File: config.mk
export PLATFORM = sky130hd
export DESIGN_NAME = fifo_flat
export DESIGN_NICKNAME = d
export VERILOG_FILES = /design/src/rtl/fifo_if.sv /design/src/rtl/fifo.sv /design/src/flat_wrapper.sv
export SDC_FILE = /design/constraint.sdc
export NUM_CORES = 2
export LEC_CHECK = 0
export CORE_MARGIN = 5
export CORE_UTILIZATION = 40
export CTS_BUF_LIST = sky130_fd_sc_hd__clkbuf_4
export DETAILED_ROUTE_END_ITERATION = 10
export PLACE_DENSITY = 0.54
export RECOVER_POWER = 100
export SLEW_MARGIN = 20
export SYNTH_ARGS = -nofsm -noshare
export SYNTH_HDL_FRONTEND = slang
export SYNTH_SLANG_ARGS = --single-unit
export TNS_END_PERCENT = 50
File: constraint.sdc
create_clock -name sys_clk -period 4.49 [get_ports sys_clk]
set_input_delay 0.898 -clock sys_clk [delete_from_list [all_inputs] [get_ports sys_clk]]
set_output_delay 0.898 -clock sys_clk [all_outputs]
set_load 0.005 [all_outputs]
File: src/rtl/fifo_if.sv
// Byte-in / word-out FIFO handshake and status bundle.
// Producer/consumer side is the master; the FIFO itself is the slave.
interface fifo_if;
  logic        wr_req;
  logic [7:0]  wr_data;
  logic        rd_req;
  logic [15:0] rd_data;
  logic        wr_empty;
  logic        wr_full;
  logic [8:0]  wr_usedw;
  logic        rd_empty;
  logic        rd_full;
  logic [7:0]  rd_usedw;

  modport master (
    output wr_req, wr_data, rd_req,
    input  rd_data, wr_empty, wr_full, wr_usedw, rd_empty, rd_full, rd_usedw
  );

  modport slave (
    input  wr_req, wr_data, rd_req,
    output rd_data, wr_empty, wr_full, wr_usedw, rd_empty, rd_full, rd_usedw
  );
endinterface

File: src/rtl/fifo.sv
// 256-byte single-clock FIFO: 8-bit writes, 16-bit registered reads (older byte in [7:0]).
// All status flags decode from one 9-bit byte count.
module fifo (
  input logic   sys_clk,
  input logic   sys_rst_n,
  fifo_if.slave bus
);
  logic [7:0]  mem [0:255];
  logic [7:0]  wr_ptr, rd_ptr, rd_ptr_p1;
  logic [8:0]  cnt, cnt_nxt;
  logic [15:0] rd_q;
  logic        full, word_avail, wr_ok, rd_ok;

  assign full       = (cnt == 9'd256);
  assign word_avail = (cnt >= 9'd2);
  assign wr_ok      = bus.wr_req & ~full;
  assign rd_ok      = bus.rd_req & word_avail;
  assign rd_ptr_p1  = rd_ptr + 8'd1;

  always_comb begin
    cnt_nxt = cnt;
    case ({wr_ok, rd_ok})
      2'b10:   cnt_nxt = cnt + 9'd1;
      2'b01:   cnt_nxt = cnt - 9'd2;
      2'b11:   cnt_nxt = cnt - 9'd1;
      default: cnt_nxt = cnt;
    endcase
  end

  always_ff @(posedge sys_clk) begin
    if (!sys_rst_n) begin
      wr_ptr <= '0;
      rd_ptr <= '0;
      cnt    <= '0;
      rd_q   <= '0;
    end else begin
      if (wr_ok) wr_ptr <= wr_ptr + 8'd1;
      if (rd_ok) begin
        rd_ptr <= rd_ptr + 8'd2;
        rd_q   <= {mem[rd_ptr_p1], mem[rd_ptr]};
      end
      cnt <= cnt_nxt;
    end
  end

  // Storage is not cleared on reset; the count alone defines what is valid.
  always_ff @(posedge sys_clk) begin
    if (sys_rst_n && wr_ok) mem[wr_ptr] <= bus.wr_data;
  end

  assign bus.rd_data  = rd_q;
  assign bus.wr_empty = (cnt == 9'd0);
  assign bus.wr_full  = full;
  assign bus.wr_usedw = cnt;
  assign bus.rd_empty = ~word_avail;
  assign bus.rd_full  = full;
  assign bus.rd_usedw = cnt[8:1];
endmodule

File: src/flat_wrapper.sv
// flat-port wrapper written by rule: the top's interface ports become plain ports
module fifo_flat 
  (sys_clk, sys_rst_n, bus_wr_req, bus_wr_data, bus_rd_req, bus_rd_data, bus_wr_empty, bus_wr_full, bus_wr_usedw, bus_rd_empty, bus_rd_full, bus_rd_usedw);
  fifo_if bus_i ();
  input logic sys_clk;
  input logic sys_rst_n;
  input wire logic [$bits(bus_i.wr_req)-1:0] bus_wr_req;
  input wire logic [$bits(bus_i.wr_data)-1:0] bus_wr_data;
  input wire logic [$bits(bus_i.rd_req)-1:0] bus_rd_req;
  output wire logic [$bits(bus_i.rd_data)-1:0] bus_rd_data;
  output wire logic [$bits(bus_i.wr_empty)-1:0] bus_wr_empty;
  output wire logic [$bits(bus_i.wr_full)-1:0] bus_wr_full;
  output wire logic [$bits(bus_i.wr_usedw)-1:0] bus_wr_usedw;
  output wire logic [$bits(bus_i.rd_empty)-1:0] bus_rd_empty;
  output wire logic [$bits(bus_i.rd_full)-1:0] bus_rd_full;
  output wire logic [$bits(bus_i.rd_usedw)-1:0] bus_rd_usedw;
  assign bus_i.wr_req = bus_wr_req;
  assign bus_i.wr_data = bus_wr_data;
  assign bus_i.rd_req = bus_rd_req;
  assign bus_rd_data = bus_i.rd_data;
  assign bus_wr_empty = bus_i.wr_empty;
  assign bus_wr_full = bus_i.wr_full;
  assign bus_wr_usedw = bus_i.wr_usedw;
  assign bus_rd_empty = bus_i.rd_empty;
  assign bus_rd_full = bus_i.rd_full;
  assign bus_rd_usedw = bus_i.rd_usedw;
  fifo u_core (.sys_clk(sys_clk), .sys_rst_n(sys_rst_n), .bus(bus_i));
endmodule
# After elaboration in Yosys (flattened, before gate mapping)
# Memory sizes are Yosys's and may differ from the RTL's. A register that Yosys moved wholly into a read port is not among the register bits.
# Index checks and enable logic that the tools add are counted.
[op_classes]
n_bitwise = 4
order_cmp = 1
reduce_logical = 5
n_addsub = 6
eq_ne = 4
n_mux = 3
[ops]
columns = ["op", "count"]
rows = [
  ["$pmux 9 s3", 1],
  ["$add 8x1->8 const B", 2],
  ["$add 9x1->9 const B", 1],
  ["$eq 9x9->1 const B", 1],
  ["$ge 9x2->1 const B", 1],
  ["$logic_not 9->1", 1],
  ["$sub 9x1->9 const B", 1],
  ["$sub 9x2->9 const B", 1],
  ["$add 8x2->8 const B", 1],
  ["$eq 2x2->1 const B", 2],
  ["$reduce_bool 3->1", 1],
  ["$and 1x1->1", 2],
  ["$eq 2x1->1 const B", 1],
  ["$logic_not 1->1", 2],
  ["$mux 1", 2],
  ["$not 1->1", 2],
  ["$logic_and 1x1->1", 1],
]
[word_totals]
mem_bits_rw = 2048
register_bits = 25
wordCells = 27
mem_count = 1
input_bits = 12
[mem_list]
columns = ["name", "depth", "word_bits", "rd", "rd_clocked_by_memory_dff", "wr", "line", "rtl"]
rows = [
  ["u_core.mem", 256, 8, 2, 2, 1, "fifo.sv:8", "logic [7:0] mem [0:255];"],
]

# Logic depth before layout (Yosys ltp)
[logic_depth]
ltp_word = 6
mapped_depth = 14
depth_no_buf = 14

# Least setup slack after synthesis
# OpenSTA, ideal clock, no wires.
[synth_path]
path_kind = "register -> register"
start = "register u_core.cnt[3], in the netlist u_core.bus.wr_usedw[3]"
end = "register u_core.cnt[8], in the netlist u_core.bus.wr_usedw[8]"
setup_slack_ns = 1.301
arrival_ns = 3.056
setup_time_ns = 0.132
synth_period_minus_slack_ns = 3.189
path_stages_with_launch = 13
cell_sequence = "dfxtp_1 or4_1 o41a_1 nand2_1 inv_1 ha_1 nor2b_1 o21a_1 o31ai_1 a21oi_1 mux2i_1 a21o_1 a21oi_1"
[synth_via]
elab_chain_len = 5
elab_cells_between_ends = 13
cone_classes = "add/sub (3); order compare (1); eq/ne (4); mux (1); bitwise (3); reduce/logical (1)"
[synth_lines]
columns = ["item", "line", "rtl"]
rows = [
  ["from (decl)", "fifo.sv:10", "logic [8:0] cnt, cnt_nxt;"],
  ["from (signal assigned)", "fifo.sv:42", "cnt <= cnt_nxt;"],
  ["parallel branches: the longest is 5 deep, another holds $ge 9x2->1", "-", ""],
]
# Several ways; the timed one is not identified.
# A chain may end at the register's enable or synchronous reset.

# Final worst setup path
[layout_path]
start = "register u_core.rd_ptr[1]"
end = "register u_core.rd_q[15], in the netlist u_core.bus.rd_data[15], read port of u_core.mem"
[layout_via]
elab_chain_len = 1
[layout_lines]
columns = ["item", "line", "rtl"]
rows = [
  ["from (decl)", "fifo.sv:9", "logic [7:0] wr_ptr, rd_ptr, rd_ptr_p1;"],
  ["from (signal assigned)", "fifo.sv:39", "rd_ptr <= rd_ptr + 8'd2;"],
  ["$add 8x1->8", "fifo.sv:18", "assign rd_ptr_p1 = rd_ptr + 8'd1;"],
  ["to (decl)", "fifo.sv:11", "logic [15:0] rd_q;"],
]
# Every way passes these cells.

==> run summary <==
The flow ran to the end, but the final reports show violations. The final reports fail on capacitance limit, slew limit. Clock skew on the completed layout was measured at approximately 97 ps.

The routed design has 230100 microns of wire. The starting utilization of the core area came out at approximately 40%. The total overflow left after global routing is 0.

The final period demand of the worst path came out at 4295 ps. Once detailed placement completed, the half-perimeter wirelength came to 141300 microns. TritonCTS created between 500 and 600 clock buffers. The number of enable flip-flop cells after synthesis is 2048. The root buffer cell is clkbuf_4. Among all stages on the critical path, the largest delay is contributed by dfxtp_2. The number of non-filler instances in the completed layout came out at roughly 7.8k.

The number of fill cells in the layout came out at 17.45k. Synthesis handed over a netlist of ~4k instances. In the synthesized netlist the dominant register cell turns out to be edfxtp_1. The row count came out at about 170. The combinational cell fraction of total power came out at between 10% and 20%.

The total number of H-tree levels came out at 6. The width of the chip came out at about 460 microns. The sequential cells in the finished layout cover a total of roughly 62000 sq um.

The area of the placeable core is 202100 sq um. The final net count came out at about 4.8k. The number of gates resized after cts is 0.

At the end of the flow the core is filled with cells to 46.17%. The flip-flop and latch count after synthesis is roughly 2.1k. The startpoint class of the critical path is a register.

The total of warnings raised by yosys came out at 0. On the worst path, the slowest cell contributes a delay of ~1300 ps. The clock transition at the registers of the reported paths is approximately 70 ps. Setup repair after global routing left no endpoint under its margin.

The growth of design area from synthesis to finish came out at 14.88%. STA classifies the critical path endpoint as a register. The number of top-level design ports is a little under 50. The overall die height came out at ~460 microns. Counting flops with an async set or reset pin after synthesis yields a share of 0%. The multi-input logic area came out at roughly 18000 sq um. The post-placement cell count came out at 6833. Counting distinct cell types in the post-synthesis netlist gives between 60 and 70. The static leakage is 29.18 nW.

Leaving out fill and tap cells, the most frequent cells in the layout are edfxtp_1 (2048), clkbuf_4 (818), mux4_2 (481), nor2_1 (299), clkbuf_1 (277). The number of optimization iterations in the first detailed-route pass came out at 5. The post-synth net total is about 4k. The cell area after synthesis came out at just over 80000 sq um. The CTS tree is yes. Dividing total power by cell area gives a power density of between 400 and 500 nW/um^2. The total global routing track utilization came out at between 20 and 25%.

Routability-driven placement finished with a final weighted congestion of slightly above 0.8. The first global-routing pass estimated roughly 330000 microns of wire. Traced cell by cell, the critical path runs through buf_12 > buf_4 > mux4_2 > mux2i_1 > o22ai_1 > nor3_1 > clkbuf_2 > o211ai_1 > a32o_1. The total power came out at approximately 43 mW. By startpoint and endpoint, the worst setup path is classified as reg2reg.

The reported max-cap violation count came out at 21. The via count of the first global-routing pass was about 45k. The path class of the tightest hold or removal check is in2reg. The clock network burns roughly two fifths of the power. The library cell used most frequently in the layout, excluding fill and tap cells, is edfxtp_1.

For this block, the via count after detailed routing is between 40k and 50k. The relative contribution of sequential cells to total power is between 50% and 60%. The sequential fraction of the synthesis area came out at around 77%. The arrival time of data at the critical path endpoint is about 5500 ps. The worst supply voltage drop on vdd came out at roughly 270 uV. The timing-limited maximum frequency is approximately 230 MHz. The die covers roughly 210000 sq um. In this run the worst path has a maximum fanout of 33. The residual antenna-violating net count after detailed routing is 0. The largest net degree at the start of global routing came out at between 100 and 150.

The kind of cell with the highest combined delay along the critical path is flip-flops. The count of pins over their slew limit is around 1.5k. The number of port buffers is 48.

The number of buffers inserted by hold repair at cts is 0. The required time reported for the critical path endpoint is about 5700 ps. Dividing the detail-routed wire length by the instance count gives about 30 microns. Setup violations remaining at the end of the flow were counted as 0. The slew at the pin with the worst max-slew slack is just under 5000 ps.

The maximum root-to-sink buffer count came out at 4. Counting every sink on the clock net gives 2088. The violation count after the first detailed-routing iteration is 4299. The net switching power came out at between 10 and 15 mW. The number of vias per cell after detailed routing came out at roughly 5.6.

The synthesized area per cell is between 20 and 25 sq um. After routing, the total negative slack on setup checks comes to 0 ps. The worst-skew pair later-pin latency came out at 1340 ps. The internal cell power came out at 32.45 mW. The part of the cycle the worst path needs came out at a little over nine tenths. The count of endpoints failing hold in the final timing report is 0. The number of buffers inserted to repair setup after CTS came out at 0. The initial antenna violation count is 12.

The total buffers and inverters traversed by the critical path is 3. The post-route DRC violation count came out at 0. The relative max-transition margin came out at -227.7%.

Cells with a size suffix above 1 make up 30.47% of the layout. Net switching is 24.37% of the power.
==> logic make-up after synthesis <==
group	Yosys count	synth area share, %
simple gates	558	2.959
xor+xnor	23	0.2480
compound gates	305	2.616
flops	2088	76.70
fa+ha+maj	14	0.2249
mux	666	15.64
buf+inv	253	1.619
==> per-layer routing <==
metal	part of all wire, %	up-vias	track usage (%)
li1	-	18182	-
met1	42	22957	29.76
met2	48	1811	34.52
met3	6.7	365	4.688
met4	3.0	4	7.446
met5	0.0078	-	0
==> sequential cells by signal, indices dropped and copies added, names as in the netlist <==
register	flops
u_core.mem	2048
u_core.bus.wr_usedw	9
u_core.rd_ptr	7
u_core.bus.rd_data	16
u_core.wr_ptr	8
==> final cells by class <==
cell class	instances	area share, %
diodes	13	0.03486
clock buffers	816	6.565
clock inverters	113	0.6892
inverters	13	0.05766
multi-input cells	1566	18.94
flip-flops and latches	2088	66.78
well taps	2672	3.583
repair buffers	494	3.349
==> power by group through the flow <==
| stage | Combinational [mW] | Sequential [mW] | Clock (mW) |
|---|---|---|---|
| final | 4.86 | 21.7 | 16.4 |
| after floorplan | 3.18 | 21.9 | 0 |
| after CTS | 5.00 | 21.6 | 16.9 |
| after detailed placement | 4.99 | 22.1 | 0 |
| after global routing | 5.15 | 21.7 | 18.0 |
| after global placement | 4.98 | 22.1 | 0 |
==> Yosys cell counts, drive strengths merged (10+ instances only) <==
library cell | instances | share of area, %
a211oi | 23 | 0.21
a21oi | 53 | 0.33
a221oi | 25 | 0.27
a22oi | 40 | 0.37
buf | 152 | 1.1
clkbuf | 88 | 0.41
dfxtp | 40 | 0.99
edfxtp | 2048 | 76
ha | 13 | 0.20
inv | 12 | 0.055
mux2 | 13 | 0.18
mux2i | 172 | 2.1
mux4 | 481 | 13
nand2 | 114 | 0.53
nand3 | 31 | 0.19
nand4 | 11 | 0.085
nor2 | 302 | 1.4
nor2b | 25 | 0.19
nor3 | 21 | 0.13
nor4 | 17 | 0.13
o211ai | 17 | 0.16
o21ai | 35 | 0.22
o221ai | 15 | 0.16
o22ai | 43 | 0.33
xnor2 | 13 | 0.14
xor2 | 10 | 0.11
==> per-stage QoR <==
step | hold slack (ps) | setup WS (ps) | area [sq um]
global placement | 508.8 | 622.5 | 87730
CTS | 27.69 | 56.87 | 94510
detailed placement | 511.1 | 583.9 | 87740
floorplan | 444.2 | 1301 | 81230
finish | 300.7 | 194.8 | 93310
global route | 186.3 | 2.279 | 93300
==> worst register-to-register path, delay by kind of cell, from the launching register on <==
family	cells	cell delay, ps
AOI/OAI and AO/OA	3	680
muxes	2	1030
and+or+nand+nor	1	280
buffers and inverters	3	890
DFF	1	1270
==> final timing paths <==
check | cells after the start | endpoint | slack [ps] | startpoint
setup / recovery | 9 | u_core.bus.rd_data[15] | 190 | u_core.rd_ptr[1]
hold / removal | 4 | u_core.bus.wr_usedw[0] | 300 | bus_wr_req
setup reg to reg | 9 | u_core.bus.rd_data[15] | 190 | u_core.rd_ptr[1]
hold reg to reg | 2 | u_core.wr_ptr[1] | 520 | u_core.wr_ptr[1]
Note: power is estimated with default switching activity, not from simulation.
